**src/rtl/display_pkg.sv**
```systemverilog
// display_pkg
// Shared constants for the six-digit seven-segment scan logic:
//   N_DIGITS  - number of digit positions on the display
//   SEL_NONE  - digit-select code that enables no digit
//   SEG_OFF   - active-low segment pattern with every segment dark
//   SEG_HEX   - active-low {dp,g,f,e,d,c,b,a} codes for hex 0..F, dp off
//   scan_state_t - scan FSM states
package display_pkg;

  localparam int N_DIGITS = 6;

  localparam logic [2:0] SEL_NONE = 3'b111;
  localparam logic [7:0] SEG_OFF  = 8'hFF;

  // Entry n of the packed array is the pattern for nibble value n.
  localparam logic [15:0][7:0] SEG_HEX = {
    8'h8E, 8'h86, 8'hA1, 8'hC6,   // F E D C
    8'h83, 8'h88, 8'h90, 8'h80,   // B A 9 8
    8'hF8, 8'h82, 8'h92, 8'h99,   // 7 6 5 4
    8'hB0, 8'hA4, 8'hF9, 8'hC0    // 3 2 1 0
  };

  typedef enum logic {
    ST_BLANK = 1'b0,
    ST_SHOW  = 1'b1
  } scan_state_t;

endpackage

```
**src/rtl/seg_hex_encoder.sv**
```systemverilog
// seg_hex_encoder
// Combinational hex-to-seven-segment encoder with decimal point.
// Ports:
//   nibble  in  4  hex value to display
//   dp      in  1  decimal point, 1 = lit
//   seg     out 8  active-low segments {dp,g,f,e,d,c,b,a}
module seg_hex_encoder
  import display_pkg::*;
(
  input  logic [3:0] nibble,
  input  logic       dp,
  output logic [7:0] seg
);

  logic [7:0] base_code;

  assign base_code = SEG_HEX[nibble];

  // Table codes all have the dp segment dark; a lit dp pulls bit 7 low.
  assign seg = {base_code[7] & ~dp, base_code[6:0]};

endmodule

```
**src/rtl/seg_scan_ctrl.sv**
```systemverilog
// seg_scan_ctrl
// Time-multiplexed scan controller for a six-digit seven-segment display.
// A loaded word waits in a pending register and is copied to the active
// register only at the frame boundary, so a frame never mixes two words.
// Each digit slot starts with a dead-time blank to suppress ghosting.
// Parameters:
//   SCAN_DIV   clock cycles per digit slot
//   BLANK_CYC  dead-time cycles at the start of each slot (1..SCAN_DIV-1)
// Ports:
//   clk         in  1   system clock
//   rst         in  1   asynchronous active-high reset
//   load        in  1   capture strobe for data_in/dp_in/en_in
//   data_in     in  24  six hex nibbles, digit0 in [3:0]
//   dp_in       in  6   per-digit decimal point, 1 = lit
//   en_in       in  6   per-digit enable, 0 = digit stays dark
//   bit_disp    out 3   digit index 0..5, 3'b111 = none selected
//   seg_data    out 8   active-low segments {dp,g,f,e,d,c,b,a}
//   pending     out 1   a loaded word is waiting for the frame boundary
//   frame_done  out 1   one-cycle pulse when a pending word is committed
module seg_scan_ctrl
  import display_pkg::*;
#(
  parameter int SCAN_DIV  = 50000,
  parameter int BLANK_CYC = 500
) (
  input  logic        clk,
  input  logic        rst,
  input  logic        load,
  input  logic [23:0] data_in,
  input  logic [5:0]  dp_in,
  input  logic [5:0]  en_in,
  output logic [2:0]  bit_disp,
  output logic [7:0]  seg_data,
  output logic        pending,
  output logic        frame_done
);

  localparam int CNT_W = (SCAN_DIV > 2) ? $clog2(SCAN_DIV) : 1;
  localparam logic [CNT_W-1:0] BLANK_LAST = CNT_W'(BLANK_CYC - 1);
  localparam logic [CNT_W-1:0] SHOW_LAST  = CNT_W'(SCAN_DIV - BLANK_CYC - 1);
  localparam logic [2:0]       IDX_LAST   = 3'(N_DIGITS - 1);

  scan_state_t      state_reg, state_next;
  logic [CNT_W-1:0] cnt_reg, cnt_next;
  logic [2:0]       idx_reg, idx_next;

  logic [23:0] pend_data_reg, pend_data_next;
  logic [5:0]  pend_dp_reg, pend_dp_next;
  logic [5:0]  pend_en_reg, pend_en_next;
  logic        pending_reg, pending_next;

  logic [23:0] act_data_reg, act_data_next;
  logic [5:0]  act_dp_reg, act_dp_next;
  logic [5:0]  act_en_reg, act_en_next;

  logic        frame_done_reg, frame_done_next;
  logic [2:0]  bit_disp_reg, bit_disp_next;
  logic [7:0]  seg_data_reg, seg_data_next;

  logic        commit;
  logic [3:0]  digit_nib [N_DIGITS];
  logic [3:0]  cur_nib;
  logic        cur_dp;
  logic [7:0]  show_seg;

  // Split the active word into per-digit nibbles.
  generate
    for (genvar gi = 0; gi < N_DIGITS; gi++) begin : g_nib
      assign digit_nib[gi] = act_data_reg[gi*4 +: 4];
    end
  endgenerate

  assign cur_nib = digit_nib[idx_reg];
  assign cur_dp  = act_dp_reg[idx_reg];

  seg_hex_encoder u_enc (
    .nibble (cur_nib),
    .dp     (cur_dp),
    .seg    (show_seg)
  );

  always_comb begin
    state_next = state_reg;
    cnt_next   = cnt_reg + CNT_W'(1);
    idx_next   = idx_reg;
    commit     = 1'b0;

    case (state_reg)
      ST_BLANK: begin
        if (cnt_reg == BLANK_LAST) begin
          state_next = ST_SHOW;
          cnt_next   = '0;
        end
      end
      ST_SHOW: begin
        if (cnt_reg == SHOW_LAST) begin
          state_next = ST_BLANK;
          cnt_next   = '0;
          if (idx_reg == IDX_LAST) begin
            // Frame boundary: the only point where the active word changes.
            idx_next = '0;
            commit   = pending_reg;
          end else begin
            idx_next = idx_reg + 3'd1;
          end
        end
      end
      default: begin
        state_next = ST_BLANK;
        cnt_next   = '0;
      end
    endcase

    // Commit reads the pending registers before a same-cycle load replaces
    // them, so the new word simply becomes the next pending word.
    act_data_next = commit ? pend_data_reg : act_data_reg;
    act_dp_next   = commit ? pend_dp_reg   : act_dp_reg;
    act_en_next   = commit ? pend_en_reg   : act_en_reg;

    pend_data_next = load ? data_in : pend_data_reg;
    pend_dp_next   = load ? dp_in   : pend_dp_reg;
    pend_en_next   = load ? en_in   : pend_en_reg;
    pending_next   = load | (pending_reg & ~commit);

    frame_done_next = commit;

    // Outputs follow the next state so select and segments switch together.
    // idx and the active word never change on an edge that enters SHOW.
    if (state_next == ST_SHOW && act_en_reg[idx_reg]) begin
      bit_disp_next = idx_reg;
      seg_data_next = show_seg;
    end else begin
      bit_disp_next = SEL_NONE;
      seg_data_next = SEG_OFF;
    end
  end

  always_ff @(posedge clk or posedge rst) begin
    if (rst) begin
      state_reg      <= ST_BLANK;
      cnt_reg        <= '0;
      idx_reg        <= '0;
      pend_data_reg  <= '0;
      pend_dp_reg    <= '0;
      pend_en_reg    <= '0;
      pending_reg    <= 1'b0;
      act_data_reg   <= '0;
      act_dp_reg     <= '0;
      act_en_reg     <= '0;
      frame_done_reg <= 1'b0;
      bit_disp_reg   <= SEL_NONE;
      seg_data_reg   <= SEG_OFF;
    end else begin
      state_reg      <= state_next;
      cnt_reg        <= cnt_next;
      idx_reg        <= idx_next;
      pend_data_reg  <= pend_data_next;
      pend_dp_reg    <= pend_dp_next;
      pend_en_reg    <= pend_en_next;
      pending_reg    <= pending_next;
      act_data_reg   <= act_data_next;
      act_dp_reg     <= act_dp_next;
      act_en_reg     <= act_en_next;
      frame_done_reg <= frame_done_next;
      bit_disp_reg   <= bit_disp_next;
      seg_data_reg   <= seg_data_next;
    end
  end

  assign bit_disp   = bit_disp_reg;
  assign seg_data   = seg_data_reg;
  assign pending    = pending_reg;
  assign frame_done = frame_done_reg;

endmodule

```
**config.mk**
```make
export PLATFORM = sky130hd
export DESIGN_NAME = seg_scan_ctrl
export DESIGN_NICKNAME = d
export VERILOG_FILES = /design/src/rtl/display_pkg.sv /design/src/rtl/seg_hex_encoder.sv /design/src/rtl/seg_scan_ctrl.sv
export SDC_FILE = /design/constraint.sdc
export NUM_CORES = 1
export LEC_CHECK = 0
export BUFFER_PORTS_ARGS = -buffer_cell sky130_fd_sc_hd__buf_4
export CAP_MARGIN = 20
export CORE_ASPECT_RATIO = 1.25
export CORE_MARGIN = 3
export CORE_UTILIZATION = 45
export DETAILED_ROUTE_END_ITERATION = 10
export PLACE_DENSITY_LB_ADDON = 0.25
export SLEW_MARGIN = 10
export SYNTH_ARGS = -nofsm -noshare
export SYNTH_HDL_FRONTEND = slang
export SYNTH_HIERARCHICAL = 1
export SYNTH_SLANG_ARGS = --single-unit
```
**constraint.sdc**
```tcl
create_clock -name clk -period 3.44 [get_ports clk]
set_clock_uncertainty 0.1 [all_clocks]
set_input_delay 0.172 -clock clk [delete_from_list [all_inputs] [get_ports clk]]
set_output_delay 0.172 -clock clk [all_outputs]
set_load 0.005 [all_outputs]
```
# Word level (Yosys, flattened, before mapping)

Memory sizes are Yosys's and may differ from the RTL's.
Cells that the tools add are included.

Add/sub/neg operators: 2
Magnitude comparators: 3
Equality and inequality tests: 3
Multiplexer cells: 20
Bitwise gates (word level): 7
Reduce and logical (&&, ||, !) cells: 2

Operators by type and width:

| cell                                                                   | number |
|---|---|
| 16-bit two-way mux                                                     | 2 |
| 16-bit one-hot mux with 2 select lines                                 | 1 |
| 16-bit by 1-bit adder with 16-bit output, second input constant        | 1 |
| 16-bit equality test, second input constant                            | 1 |
| 16-bit by 9-bit equality test with 1-bit output, second input constant | 1 |
| 8-bit two-way mux                                                      | 2 |
| 4-bit binary-select mux with 3-bit select                              | 1 |
| 4-bit two-way mux                                                      | 2 |
| 1-bit two-way mux                                                      | 7 |
| 1-bit binary-select mux with 3-bit select                              | 2 |
| 3-bit two-way mux                                                      | 2 |
| 4-bit by 5-bit < comparator with 1-bit output, second input constant   | 1 |
| 4-bit greater-or-equal comparator, second input constant               | 1 |
| 3-bit by 4-bit < comparator with 1-bit output, second input constant   | 1 |
| 3-bit NOT with 4-bit output                                            | 1 |
| 3-bit by 1-bit adder with 3-bit output, second input constant          | 1 |
| 3-bit equality test, second input constant                             | 1 |
| 1-bit NOT                                                              | 3 |
| 1-bit bitwise AND                                                      | 2 |
| 1-bit one-hot mux with 2 select lines                                  | 1 |
| 2-bit AND reduction                                                    | 1 |
| 1-bit logical AND                                                      | 1 |
| 1-bit bitwise OR                                                       | 1 |

Register bits after elaboration: 105
Bits in read-only memories: 128
Input bits: 39
Output and inout port bits: 13
Logic and storage cells: 51
Memories kept: 1

Memories:

| name             | depth | bits a word | read ports | clocked after Yosys merged registers in | wr ports | line                  | source |
|---|---|---|---|---|---|---|---|
| (name not given) | 16    | 8           | 1          | 0                                       | 0        | seg_hex_encoder.sv:17 | `assign base_code = SEG_HEX[nibble];` |

# Depth between registers and ports, before layout

Gate-level depths: netlist of the first run.

Word-level depth: 8
Mapped depth: 11
Gate-level depth less buffers: 9

# By module

The synthesis of the first run kept the hierarchy.

Modules (own cells, without submodules):

| module          | instances | cells each | area each (sq um) | sequential area each (sq um) |
|---|---|---|---|---|
| seg_scan_ctrl   | 1         | 305        | 4401.7            | 2641.3 |
| seg_hex_encoder | 1         | 36         | 275.3             | 0.0 |

# Worst setup path before layout of the first run

Ideal clock, no wire load.

Path type: register to register
From: reg idx_reg[0]
To: reg seg_data_reg[0] (netlist: seg_data[0])
Library setup time: 88 ps
Arrival: 2740 ps
Required time: 3252 ps
Path slack: 512 ps
Cell stages (with the launch flop): 12
Buffers on the path: 2
Clock period less this slack: 2928 ps
Cells stage by stage: dfrtp_1 > clkbuf_1 > buf_1 > mux4_2 > inv_1 > o22ai_1 > inv_1 > ha_1 > or2b_1 > o211ai_1 > o21ai_1 > or3_1

Longest elaborated chain between the ends: 7
Elaborated cells between the ends (all ways): 10
Those cells by class: 7 x mux; 1 x bitwise; 1 x reduce/logical; 1 x memory

RTL lines:

| item                                                 | line                  | source |
|---|---|---|
| from (decl)                                          | seg_scan_ctrl.sv:45   | `logic [2:0] idx_reg, idx_next;` |
| from (signal assigned)                               | seg_scan_ctrl.sv:156  | `idx_reg <= idx_next;` |
| 3-bit NOT with 4-bit output (implied by the code)    | seg_scan_ctrl.sv:73   | `assign cur_nib = digit_nib[idx_reg];` |
| 4-bit binary-select mux with 3-bit select            | seg_scan_ctrl.sv:73   |  |
| 4-bit two-way mux (implied by the code) (2 in a row) | seg_scan_ctrl.sv:73   |  |
| net cur_nib[1]                                       | seg_scan_ctrl.sv:62   | `logic [3:0] cur_nib;` |
| memory 16 x 8 bit                                    | --                    |  |
| 8-bit two-way mux (implied by the code)              | seg_hex_encoder.sv:17 |  |
| net show_seg[0]                                      | seg_scan_ctrl.sv:64   | `logic [7:0] show_seg;` |
| 8-bit two-way mux                                    | seg_scan_ctrl.sv:129  | `if (state_next == ST_SHOW && act_en_reg[idx_reg]) begin` |
| net seg_data_next[0]                                 | seg_scan_ctrl.sv:58   | `logic [7:0] seg_data_reg, seg_data_next;` |
| to (signal assigned)                                 | seg_scan_ctrl.sv:166  | `seg_data_reg <= seg_data_next;` |
| to (decl)                                            | seg_scan_ctrl.sv:58   |  |

The timed path passes the listed nets, and every way through them passes these cells. The select of a mux whose other input is x is not followed.
A chain may end at the register's enable or synchronous reset.

# Final worst setup path of the first run

From: reg idx_reg[0]
To: reg seg_data_reg[3] (netlist: seg_data[3])

Same word-level chain as after synthesis.

==> results of run 1 <==
## area by class of cell
cell class / count / area (µm²) / area share (%)
repair buffers: 93 / 810.8 / 13.95
well taps: 129 / 161.4 / 2.777
clock buffers: 11 / 242.7 / 4.177
flip-flops and latches: 105 / 2641 / 45.45
multi-input cells: 206 / 1874 / 32.25
clock inverters: 4 / 20.02 / 0.3445
inverters: 15 / 61.31 / 1.055
## layer usage
metal	part of all wire, %	up-vias	global-route usage (%)
met1	45	1424	20.17
met3	3.4	9	3.895
li1	-	1374	-
met5	0	-	0
met4	1.9	0	5.882
met2	49	42	24.78
## worst max-delay path by stage
stage / to / startpoint
2_1_floorplan: act_data_reg[0]$_DFFE_PP0P_ / rst
3_3_place_gp: seg_data[0]$_DFF_PP1_ / idx_reg[2]$_DFFE_PP0P_
3_5_place_dp: seg_data[0]$_DFF_PP1_ / idx_reg[2]$_DFFE_PP0P_
4_1_cts: seg_data[0]$_DFF_PP1_ / idx_reg[2]$_DFFE_PP0P_
5_1_grt: seg_data[0]$_DFF_PP1_ / idx_reg[2]$_DFFE_PP0P_
6_report: seg_data[3]$_DFF_PP1_ / idx_reg[0]$_DFFE_PP0P_
## report_power, final
group	switching (mW)	internal (mW)
registers	0.0227	1.28
logic	0.0526	0.0968
clock network	0.417	0.502
total	0.492	1.88
## synthesized netlist by cell type, drive strengths merged (5+ instances only)
cell type	n
o22ai	7
nor2	20
dfrtp	94
nand3	7
or3	10
clkbuf	7
inv	15
mux4	5
ha	8
buf	8
mux2i	10
dfstp	11
xnor2	11
nand2	13
mux2	74
o21ai	5
## metrics by stage
step	utilization, %	total power, mW	setup slack (ns)	hold slack [ns]	cells
CTS	57.14	2.394	0.6552	0.01924	561
global route	57.51	2.459	0.4612	0.2645	563
detailed placement	50.97	1.440	0.6723	0.3095	510
global placement	50.97	1.436	0.7378	0.3059	510
floorplan	-	1.383	0.4257	0.2237	341
finish	57.51	2.369	0.6470	0.2407	563
## logic make-up (layout without fill, tap and decap cells)
| group | count (synthesis) | count (layout) |
|---|---|---|
| DFF | 105 | 105 |
| muxes | 89 | 89 |
| and+or+nand+nor | 73 | 73 |
| buffers and inverters | 30 | 123 |
| AOI/OAI and AO/OA | 21 | 21 |
| xor gates and xnor gates | 15 | 15 |
| adders and majority gates | 8 | 8 |
==> impl_metrics.env, run 1 <==
export IMPL_outcome="finished clean"
export IMPL_gp_congestion=0.7667
export IMPL_cts_tree="yes"
export IMPL_worst_hold_path_type="in2reg"
export IMPL_synth_compound_area_share_pct=3.077
export IMPL_globalRoute_totalOverflow=0
export IMPL_post_drt_via_cell_ratio=5.060
export IMPL_maxClockFrequency_mhz=358.0
export IMPL_crit_buf_inv=2
export IMPL_hpwl_um=5632
export IMPL_synth_edf_count=0
export IMPL_critical_path_slowest_cell="sky130_fd_sc_hd__dfrtp_1"
export IMPL_detail_route_wl_per_cell_um=14.93
export IMPL_min_from="load"
export IMPL_startpoint_type="flip-flop"
export IMPL_timing_worst_setup_path_type="reg2reg"
export IMPL_cp_data_arrival_time_ns=2.95
export IMPL_cts_hold_buf=36
export IMPL_timing_critical_path_mode_cell="sky130_fd_sc_hd__inv_1"
export IMPL_vias_in_the_first_global_route=2964
export IMPL_worstSkewPairLatency_ns=0.33
export IMPL_std_cell_rows=41
export IMPL_chip_height_um=120.0
export IMPL_dr_total_vias=2849
export IMPL_setup_violations=0
export IMPL_totalNegativeSetupSlack_ns=0
export IMPL_cts_root_buf="sky130_fd_sc_hd__clkbuf_16"
export IMPL_post_cts_resized_instances=0
export IMPL_layout_cells_most_common_list="sky130_fd_sc_hd__dfrtp_1 (94), sky130_fd_sc_hd__mux2_2 (65), sky130_fd_sc_hd__buf_4 (55)"
export IMPL_cp_required_ns=3.60
export IMPL_dieWidth_um=97.19
export IMPL_synth_area_mux_share_pct=23.09
export IMPL_detailed_place_area_um2=5151
export IMPL_cpLargestDelayFamily="compound AO/OA/AOI/OAI gates"
export IMPL_synth_area_leader_cell="sky130_fd_sc_hd__dfrtp_1"
export IMPL_mapped_nets=388
export IMPL_floorplan_io_pins=52
export IMPL_main_combinational_cell_family_by_area_after_synthesis="multiplexers"
export IMPL_design_final_nets=477
export IMPL_area_growth_synth_to_final_pct=24.26
export IMPL_synth_sequential_area_ratio_pct=56.47
export IMPL_final_design_area_no_fill_um2=5812
export IMPL_cpPeakStageDelay_ns=0.53
export IMPL_power_density_nw_per_um2=407.5
export IMPL_report_final_hold_viol_count=0
export IMPL_ys_types=50
export IMPL_reg2reg_from="idx_reg[0]$_DFFE_PP0P_"
export IMPL_clk_sink_count=105
export IMPL_tritoncts_num_buffers=9
export IMPL_drt_first_pass_iters=4
export IMPL_worst_setup_path_end_kind="flip-flop"
export IMPL_post_synth_and_or_nand_nor_area_fraction_pct=8.962
export IMPL_final_min_period_ns=2.793
export IMPL_hold_depth=2
export IMPL_worstPathCellList="mux4_2 -> inv_1 -> o22ai_1 -> inv_1 -> ha_1 -> nand2_1 -> a21oi_1 -> a31oi_1 -> or3_1"
export IMPL_worst_slew_pin_slew_ns=1.041
export IMPL_synth_adder_area_share_pct=2.140
export IMPL_drive_above_1_share_pct=39.63
export IMPL_most_common_cell_after_layout_fill_and_taps_aside="sky130_fd_sc_hd__dfrtp_1"
export IMPL_drc=0
export IMPL_detail_route_iter0_violations=134
export IMPL_cts_htree_levels=3
export IMPL_cts_setup_buffers=0
export IMPL_critical_path_max_fanout=9
export IMPL_irDropWorstVdd_mv=0.2100
export IMPL_synthXorXnorAreaFrac_pct=2.809
export IMPL_cellLeakagePower_nw=2.671
export IMPL_cp_num_cells=9
export IMPL_r2r_end="seg_data[3]$_DFF_PP1_"
export IMPL_io_buffer_count=51
export IMPL_design_core_area_um2=10110
export IMPL_synth_ff_latch_count=105
export IMPL_ys_async_sr_fraction_pct=100.0
export IMPL_synth_top_cells_by_area="sky130_fd_sc_hd__dfrtp_1 (50%), sky130_fd_sc_hd__mux2_2 (16%), sky130_fd_sc_hd__dfstp_2 (6.2%)"
export IMPL_grt_usage_pct=15.41
export IMPL_dieArea_um2=11660
export IMPL_wirelength_um=8405
export IMPL_initial_core_utilization_pct=46.28
export IMPL_final_min_period_over_clock_period_pct=81.19
export IMPL_worst_setup_hold_path_clk_slew_ns=0.06
export IMPL_syn_area_per_cell_um2=13.72
export IMPL_grt_pass1_wl_um=14500
export IMPL_ys_warnings_count=6
export IMPL_tightest_slew_margin_relative_to_the_limit_pct=30.57
export IMPL_synthFlopType="sky130_fd_sc_hd__dfrtp_1"
export IMPL_rsz0062_at_grt="false"
export IMPL_antenna_cells=0
export IMPL_cts_path_max_buffers=2
export IMPL_filler_cell_count=819
export IMPL_regToRegSetupSlack_ns=0.65
export IMPL_syn_cell_area_um2=4677
export IMPL_max_cap_viol_count=0
export IMPL_netlist_instances=341
export IMPL_finalMaxSlewViolations=0
export IMPL_pin_count_of_the_biggest_net_entering_global_routing=84
export IMPL_ant_nets=0
export IMPL_min_to="pending$_DFF_PP0_"
export IMPL_antenna_found_initial=0
export IMPL_post_synth_top_area_fraction_pct=50.29
export IMPL_rr_worst_depth=9
No activity file was read; power rests on OpenSTA's default activity.
==> run 2, diff against run 1 <==
==> constraint.sdc (replaced) <==
create_clock -name clk -period 2.73 [get_ports clk]
set_clock_uncertainty 0.1 [all_clocks]
set_input_delay 0.1365 -clock clk [delete_from_list [all_inputs] [get_ports clk]]
set_output_delay 0.1365 -clock clk [all_outputs]
set_load 0.005 [all_outputs]
==> impl_metrics.env, run 2 (synthesized netlist as in run 1, its figures left out) <==
export IMPL_outcome="finished clean"
export IMPL_worstSkewPairLatency_ns=0.35
export IMPL_crit_path_start="idx_reg[2]$_DFFE_PP0P_"
export IMPL_setup_violations=0
export IMPL_power_density_nw_per_um2=540.8
export IMPL_detail_route_iter0_violations=148
export IMPL_grt_pass1_wl_um=14400
export IMPL_switching_share_pct=20.54
export IMPL_min_from="load"
export IMPL_layout_cells_most_common_list="sky130_fd_sc_hd__dfrtp_1 (94), sky130_fd_sc_hd__mux2_2 (65), sky130_fd_sc_hd__buf_4 (60)"
export IMPL_dr_total_vias=2920
export IMPL_cp_required_ns=2.90
export IMPL_std_cell_rows=41
export IMPL_cts_setup_buffers=0
export IMPL_tightest_slew_margin_relative_to_the_limit_pct=37.15
export IMPL_rr_worst_depth=9
export IMPL_switchingPower_uw=655.5
export IMPL_dieArea_um2=11660
export IMPL_cts_path_max_buffers=2
export IMPL_drc=0
export IMPL_cts_root_buf="sky130_fd_sc_hd__clkbuf_16"
export IMPL_clk_sink_count=105
export IMPL_design_final_nets=482
export IMPL_critical_path_max_fanout=7
export IMPL_io_buffer_count=51
export IMPL_detailed_place_area_um2=5210
export IMPL_cpPeakStageDelay_ns=0.47
export IMPL_cp_data_arrival_time_ns=2.67
export IMPL_report_final_hold_viol_count=0
export IMPL_pwr_share_seq_pct=51.4
export IMPL_hold_depth=2
export IMPL_finalWorstSetupSlack_ns=0.2246
export IMPL_gp_congestion=0.8212
export IMPL_area_growth_synth_to_final_pct=26.19
export IMPL_cts_hold_buf=37
export IMPL_globalRoute_totalOverflow=0
export IMPL_maxClockFrequency_mhz=399.1
export IMPL_drt_first_pass_iters=4
export IMPL_max_cap_viol_count=0
export IMPL_cellLeakagePower_nw=2.705
export IMPL_wirelength_um=8368
export IMPL_post_drt_via_cell_ratio=5.132
export IMPL_hpwl_um=5725
export IMPL_power_share_clock_pct=42.7
export IMPL_critical_path_slowest_cell="sky130_fd_sc_hd__dfrtp_1"
export IMPL_worst_setup_hold_path_clk_slew_ns=0.07
export IMPL_vias_in_the_first_global_route=2997
export IMPL_rsz0062_at_grt="false"
export IMPL_final_min_period_over_clock_period_pct=91.77
export IMPL_worst_hold_path_type="in2reg"
export IMPL_finalMaxSlewViolations=0
export IMPL_most_common_cell_after_layout_fill_and_taps_aside="sky130_fd_sc_hd__dfrtp_1"
export IMPL_final_design_area_no_fill_um2=5902
export IMPL_cts_htree_levels=3
export IMPL_post_cts_resized_instances=0
export IMPL_regToRegSetupSlack_ns=0.22
export IMPL_timing_worst_setup_path_type="reg2reg"
export IMPL_worstPathCellList="buf_4 -> nand2b_1 -> o22ai_1 -> inv_1 -> ha_1 -> nand2_1 -> a21oi_1 -> a31oi_1 -> or3_1"
export IMPL_grt_usage_pct=15.37
export IMPL_worst_setup_path_end_kind="flip-flop"
export IMPL_startpoint_type="flip-flop"
export IMPL_dieWidth_um=97.19
export IMPL_initial_core_utilization_pct=46.28
export IMPL_cts_tree="yes"
export IMPL_pre_cts_ws_ns=0.2119
export IMPL_p_int_mw=2.536
export IMPL_design_core_area_um2=10110
export IMPL_antenna_found_initial=0
export IMPL_r2r_end="seg_data[3]$_DFF_PP1_"
export IMPL_floorplan_io_pins=52
export IMPL_detail_route_wl_per_cell_um=14.71
export IMPL_drive_above_1_share_pct=40.45
export IMPL_tritoncts_num_buffers=9
export IMPL_totalNegativeSetupSlack_ns=0
export IMPL_chip_height_um=120.0
export IMPL_worst_slew_pin_slew_ns=0.9427
export IMPL_power_frac_comb_pct=5.9
export IMPL_reg2reg_from="idx_reg[2]$_DFFE_PP0P_"
export IMPL_antenna_cells=0
export IMPL_pin_count_of_the_biggest_net_entering_global_routing=55
export IMPL_min_to="pending$_DFF_PP0_"
export IMPL_final_min_period_ns=2.505
export IMPL_ant_nets=0
export IMPL_irDropWorstVdd_mv=0.3795
run 2: how the worst max path moves through the flow:
stage,to,cells after the start
CTS,seg_data[3]$_DFF_PP1_,9
floorplan,seg_data[0]$_DFF_PP1_,11
global route,seg_data[3]$_DFF_PP1_,9
global placement,seg_data[1]$_DFF_PP1_,5
detailed placement,seg_data[1]$_DFF_PP1_,5
finish,seg_data[3]$_DFF_PP1_,9
run 2: through the flow:
| stage | util [%] | total power, mW | cells | hold WS [ns] |
|---|---|---|---|---|
| 2_1_floorplan | - | 1.743 | 341 | 0.1882 |
| 6_report | 58.40 | 3.192 | 569 | 0.2032 |
| 3_5_place_dp | 51.55 | 1.819 | 516 | 0.07387 |
| 5_1_grt | 58.40 | 3.321 | 569 | 0.2184 |
| 3_3_place_gp | 51.55 | 1.812 | 516 | 0.06375 |
| 4_1_cts | 58.40 | 3.238 | 569 | 0.1936 |
run 2: power groups by stage:
stage	combinational (mW)	sequential, mW	clock, mW
2_1_floorplan	0.0878	1.66	0
5_1_grt	0.208	1.65	1.47
3_5_place_dp	0.149	1.67	0
6_report	0.188	1.64	1.36
3_3_place_gp	0.144	1.67	0
4_1_cts	0.191	1.64	1.41
run 2: final cells by class:
cell class / instances / area (µm²)
multi-input cells: 206 / 1874
flip-flops and latches: 105 / 2641
well taps: 129 / 161.4
clock buffers: 10 / 229.0
inverters: 15 / 62.56
fillers: 793 / 4204
clock inverters: 6 / 92.59
repair buffers: 98 / 840.8
run 2: layer usage:
| metal | GRT usage [%] | vias to the layer above | share of wire, % |
|---|---|---|---|
| met5 | 0 | - | 0 |
| met2 | 26.21 | 46 | 51 |
| met4 | 6.497 | 0 | 2.0 |
| met1 | 19.17 | 1469 | 44 |
| li1 | - | 1391 | - |
| met3 | 2.907 | 14 | 2.9 |
run 2: worst max-delay path, delay by kind of cell, from the launching register on:
| kind | cells | cell delay [ns] |
|---|---|---|
| flops | 1 | 0.47 |
| fa+ha+maj | 1 | 0.30 |
| buf+inv | 2 | 0.34 |
| compound gates | 3 | 0.50 |
| simple gates | 3 | 0.70 |
==> run 3, diff against run 2 <==
--- a/config.mk
+++ b/config.mk
@@ -9,7 +9,7 @@
 export CAP_MARGIN = 20
 export CORE_ASPECT_RATIO = 1.25
 export CORE_MARGIN = 3
-export CORE_UTILIZATION = 45
+export CORE_UTILIZATION = 58
 export DETAILED_ROUTE_END_ITERATION = 10
 export PLACE_DENSITY_LB_ADDON = 0.25
 export SLEW_MARGIN = 10
==> impl_metrics.env, run 3 (synthesized netlist as in run 1, its figures left out) <==
export IMPL_cts_tree="yes"
export IMPL_clk_sink_count=105
export IMPL_antenna_cells=0
export IMPL_worst_hold_path_type="in2reg"
export IMPL_rr_worst_depth=9
export IMPL_worstSkewPairLatency_ns=0.37
export IMPL_totalNegativeSetupSlack_ns=0
export IMPL_layout_cells_most_common_list="sky130_fd_sc_hd__dfrtp_1 (94), sky130_fd_sc_hd__mux2_2 (65), sky130_fd_sc_hd__buf_4 (61)"
export IMPL_floorplan_io_pins=52
export IMPL_final_min_period_over_clock_period_pct=90.85
export IMPL_globalRoute_totalOverflow=0
export IMPL_setup_violations=0
export IMPL_critical_path_slowest_cell="sky130_fd_sc_hd__mux4_2"
export IMPL_wl_met3_um=249
export IMPL_rsz0062_at_grt="false"
export IMPL_area_growth_synth_to_final_pct=22.34
export IMPL_std_cell_rows=36
export IMPL_maxClockFrequency_mhz=403.2
export IMPL_cpLargestDelayFamily="multiplexers"
export IMPL_critical_path_max_fanout=6
export IMPL_cts_path_max_buffers=2
export IMPL_design_core_area_um2=7838
export IMPL_wirelength_um=8284
export IMPL_highest_signal_layer="met4"
export IMPL_timing_worst_setup_path_type="reg2reg"
export IMPL_hpwl_um=5602
export IMPL_drt_first_pass_iters=4
export IMPL_power_density_nw_per_um2=469.2
export IMPL_max_cap_viol_count=0
export IMPL_cpPeakStageDelay_ns=0.55
export IMPL_drive_above_1_share_pct=39.91
export IMPL_instances_no_fill=536
export IMPL_worst_slew_pin_slew_ns=0.9337
export IMPL_cp_required_ns=2.93
export IMPL_ant_nets=0
export IMPL_drc=0
export IMPL_grt_usage_pct=20.10
export IMPL_tritoncts_num_buffers=9
export IMPL_dieArea_um2=9184
export IMPL_cts_root_buf="sky130_fd_sc_hd__clkbuf_8"
export IMPL_chip_height_um=106.4
export IMPL_report_final_hold_viol_count=0
export IMPL_dr_total_vias=2934
export IMPL_startpoint_type="flip-flop"
export IMPL_irDropWorstVdd_mv=0.4752
export IMPL_dieWidth_um=86.32
export IMPL_io_buffer_count=51
export IMPL_finalMaxSlewViolations=0
export IMPL_initial_core_utilization_pct=59.67
export IMPL_met2_length_um=4128
export IMPL_cp_num_cells=9
export IMPL_antenna_found_initial=0
export IMPL_vias_in_the_first_global_route=3010
export IMPL_worst_setup_path_end_kind="flip-flop"
export IMPL_design_final_nets=483
export IMPL_grt_pass1_wl_um=14320
export IMPL_pin_count_of_the_biggest_net_entering_global_routing=54
export IMPL_crit_buf_inv=2
export IMPL_gp_congestion=0.8703
export IMPL_most_common_cell_after_layout_fill_and_taps_aside="sky130_fd_sc_hd__dfrtp_1"
export IMPL_cts_htree_levels=3
export IMPL_worstPathCellList="mux4_2 -> inv_1 -> o22ai_1 -> buf_4 -> ha_1 -> nand2_4 -> o21a_1 -> o22ai_2 -> or3_1"
export IMPL_outcome="finished clean"
export IMPL_detail_route_wl_per_cell_um=15.46
export IMPL_cellLeakagePower_nw=2.648
export IMPL_wl_met1_um=3710
export IMPL_detail_route_iter0_violations=78
export IMPL_hold_depth=2
export IMPL_placed_cells_incl_taps=483
export IMPL_worst_setup_hold_path_clk_slew_ns=0.09
export IMPL_post_drt_via_cell_ratio=5.474
export IMPL_final_min_period_ns=2.480
export IMPL_tightest_slew_margin_relative_to_the_limit_pct=37.76
export IMPL_cp_data_arrival_time_ns=2.68
run 3: cell types whose count changed in the layout (fill, tap and decap cells not counted):
| cell | delta |
|---|---|
| sky130_fd_sc_hd__clkbuf_1 | +4 |
| sky130_fd_sc_hd__clkbuf_16 | -9 |
| sky130_fd_sc_hd__clkinvlp_4 | -2 |
| sky130_fd_sc_hd__bufinv_16 | -2 |
| sky130_fd_sc_hd__clkinv_4 | -2 |
| sky130_fd_sc_hd__o22ai_1 | -1 |
| sky130_fd_sc_hd__buf_4 | +1 |
| sky130_fd_sc_hd__clkbuf_8 | +11 |
| sky130_fd_sc_hd__o22ai_2 | +1 |
run 3: through the flow:
| stage | util, % | instance area [µm²] | setup WS, ns | total power, mW | hold WS (ns) |
|---|---|---|---|---|---|
| after floorplan | - | 4683 | 0.1501 | 1.743 | 0.1882 |
| after global placement | 66.03 | 5175 | 0.3287 | 1.808 | 0.1293 |
| after detailed placement | 66.03 | 5175 | 0.1700 | 1.816 | 0.1496 |
| after CTS | 72.92 | 5715 | 0.1468 | 2.722 | 0.1557 |
| after global routing | 73.00 | 5722 | 0.1037 | 2.801 | 0.1887 |
| final | 73.00 | 5722 | 0.2499 | 2.684 | 0.1733 |
run 3: layout make-up:
cell class / instances / area, µm²
sequential: 105 / 2641
fill: 520 / 2116
multi-input combinational: 206 / 1881
timing repair buffer: 99 / 848.3
clock buffer: 16 / 170.2
tap: 95 / 118.9
inverter: 15 / 62.56
run 3: final timing paths:
| kind | startpoint | end | slack, ns |
|---|---|---|---|
| max in group asynchronous | rst | bit_disp[2]$_DFF_PP1_ | 1.48 |
| max | idx_reg[2]$_DFFE_PP0P_ | seg_data[5]$_DFF_PP1_ | 0.25 |
| min in group asynchronous | rst | act_data_reg[9]$_DFFE_PP0P_ | 0.28 |
| min | load | pending$_DFF_PP0_ | 0.17 |
| max reg2reg | idx_reg[2]$_DFFE_PP0P_ | seg_data[5]$_DFF_PP1_ | 0.25 |
| min reg2reg | cnt_reg[0]$_DFF_PP0_ | cnt_reg[0]$_DFF_PP0_ | 0.39 |
run 3: metal layers:
layer / vias up / global-route usage [%]
li1: 1388 / -
met1: 1479 / 26.12
met2: 54 / 32.55
met3: 13 / 3.411
met4: 0 / 9.688
met5: - / 0
run 3: timing repair:
| action | in CTS | in global routing |
|---|---|---|
| gates resized for setup | 0 | 1 |
| setup endpoints to repair | 0 | 1 |
| setup buffers | 0 | 0 |
| hold buffers | 37 | 0 |
| endpoints found under the hold margin | 53 | 0 |
run 3: power breakdown:
part,leakage [nW],internal [mW],switching [mW]
Combinational,1.24,0.120,0.0672
Clock,0.0850,0.385,0.475
Sequential,1.33,1.61,0.0294
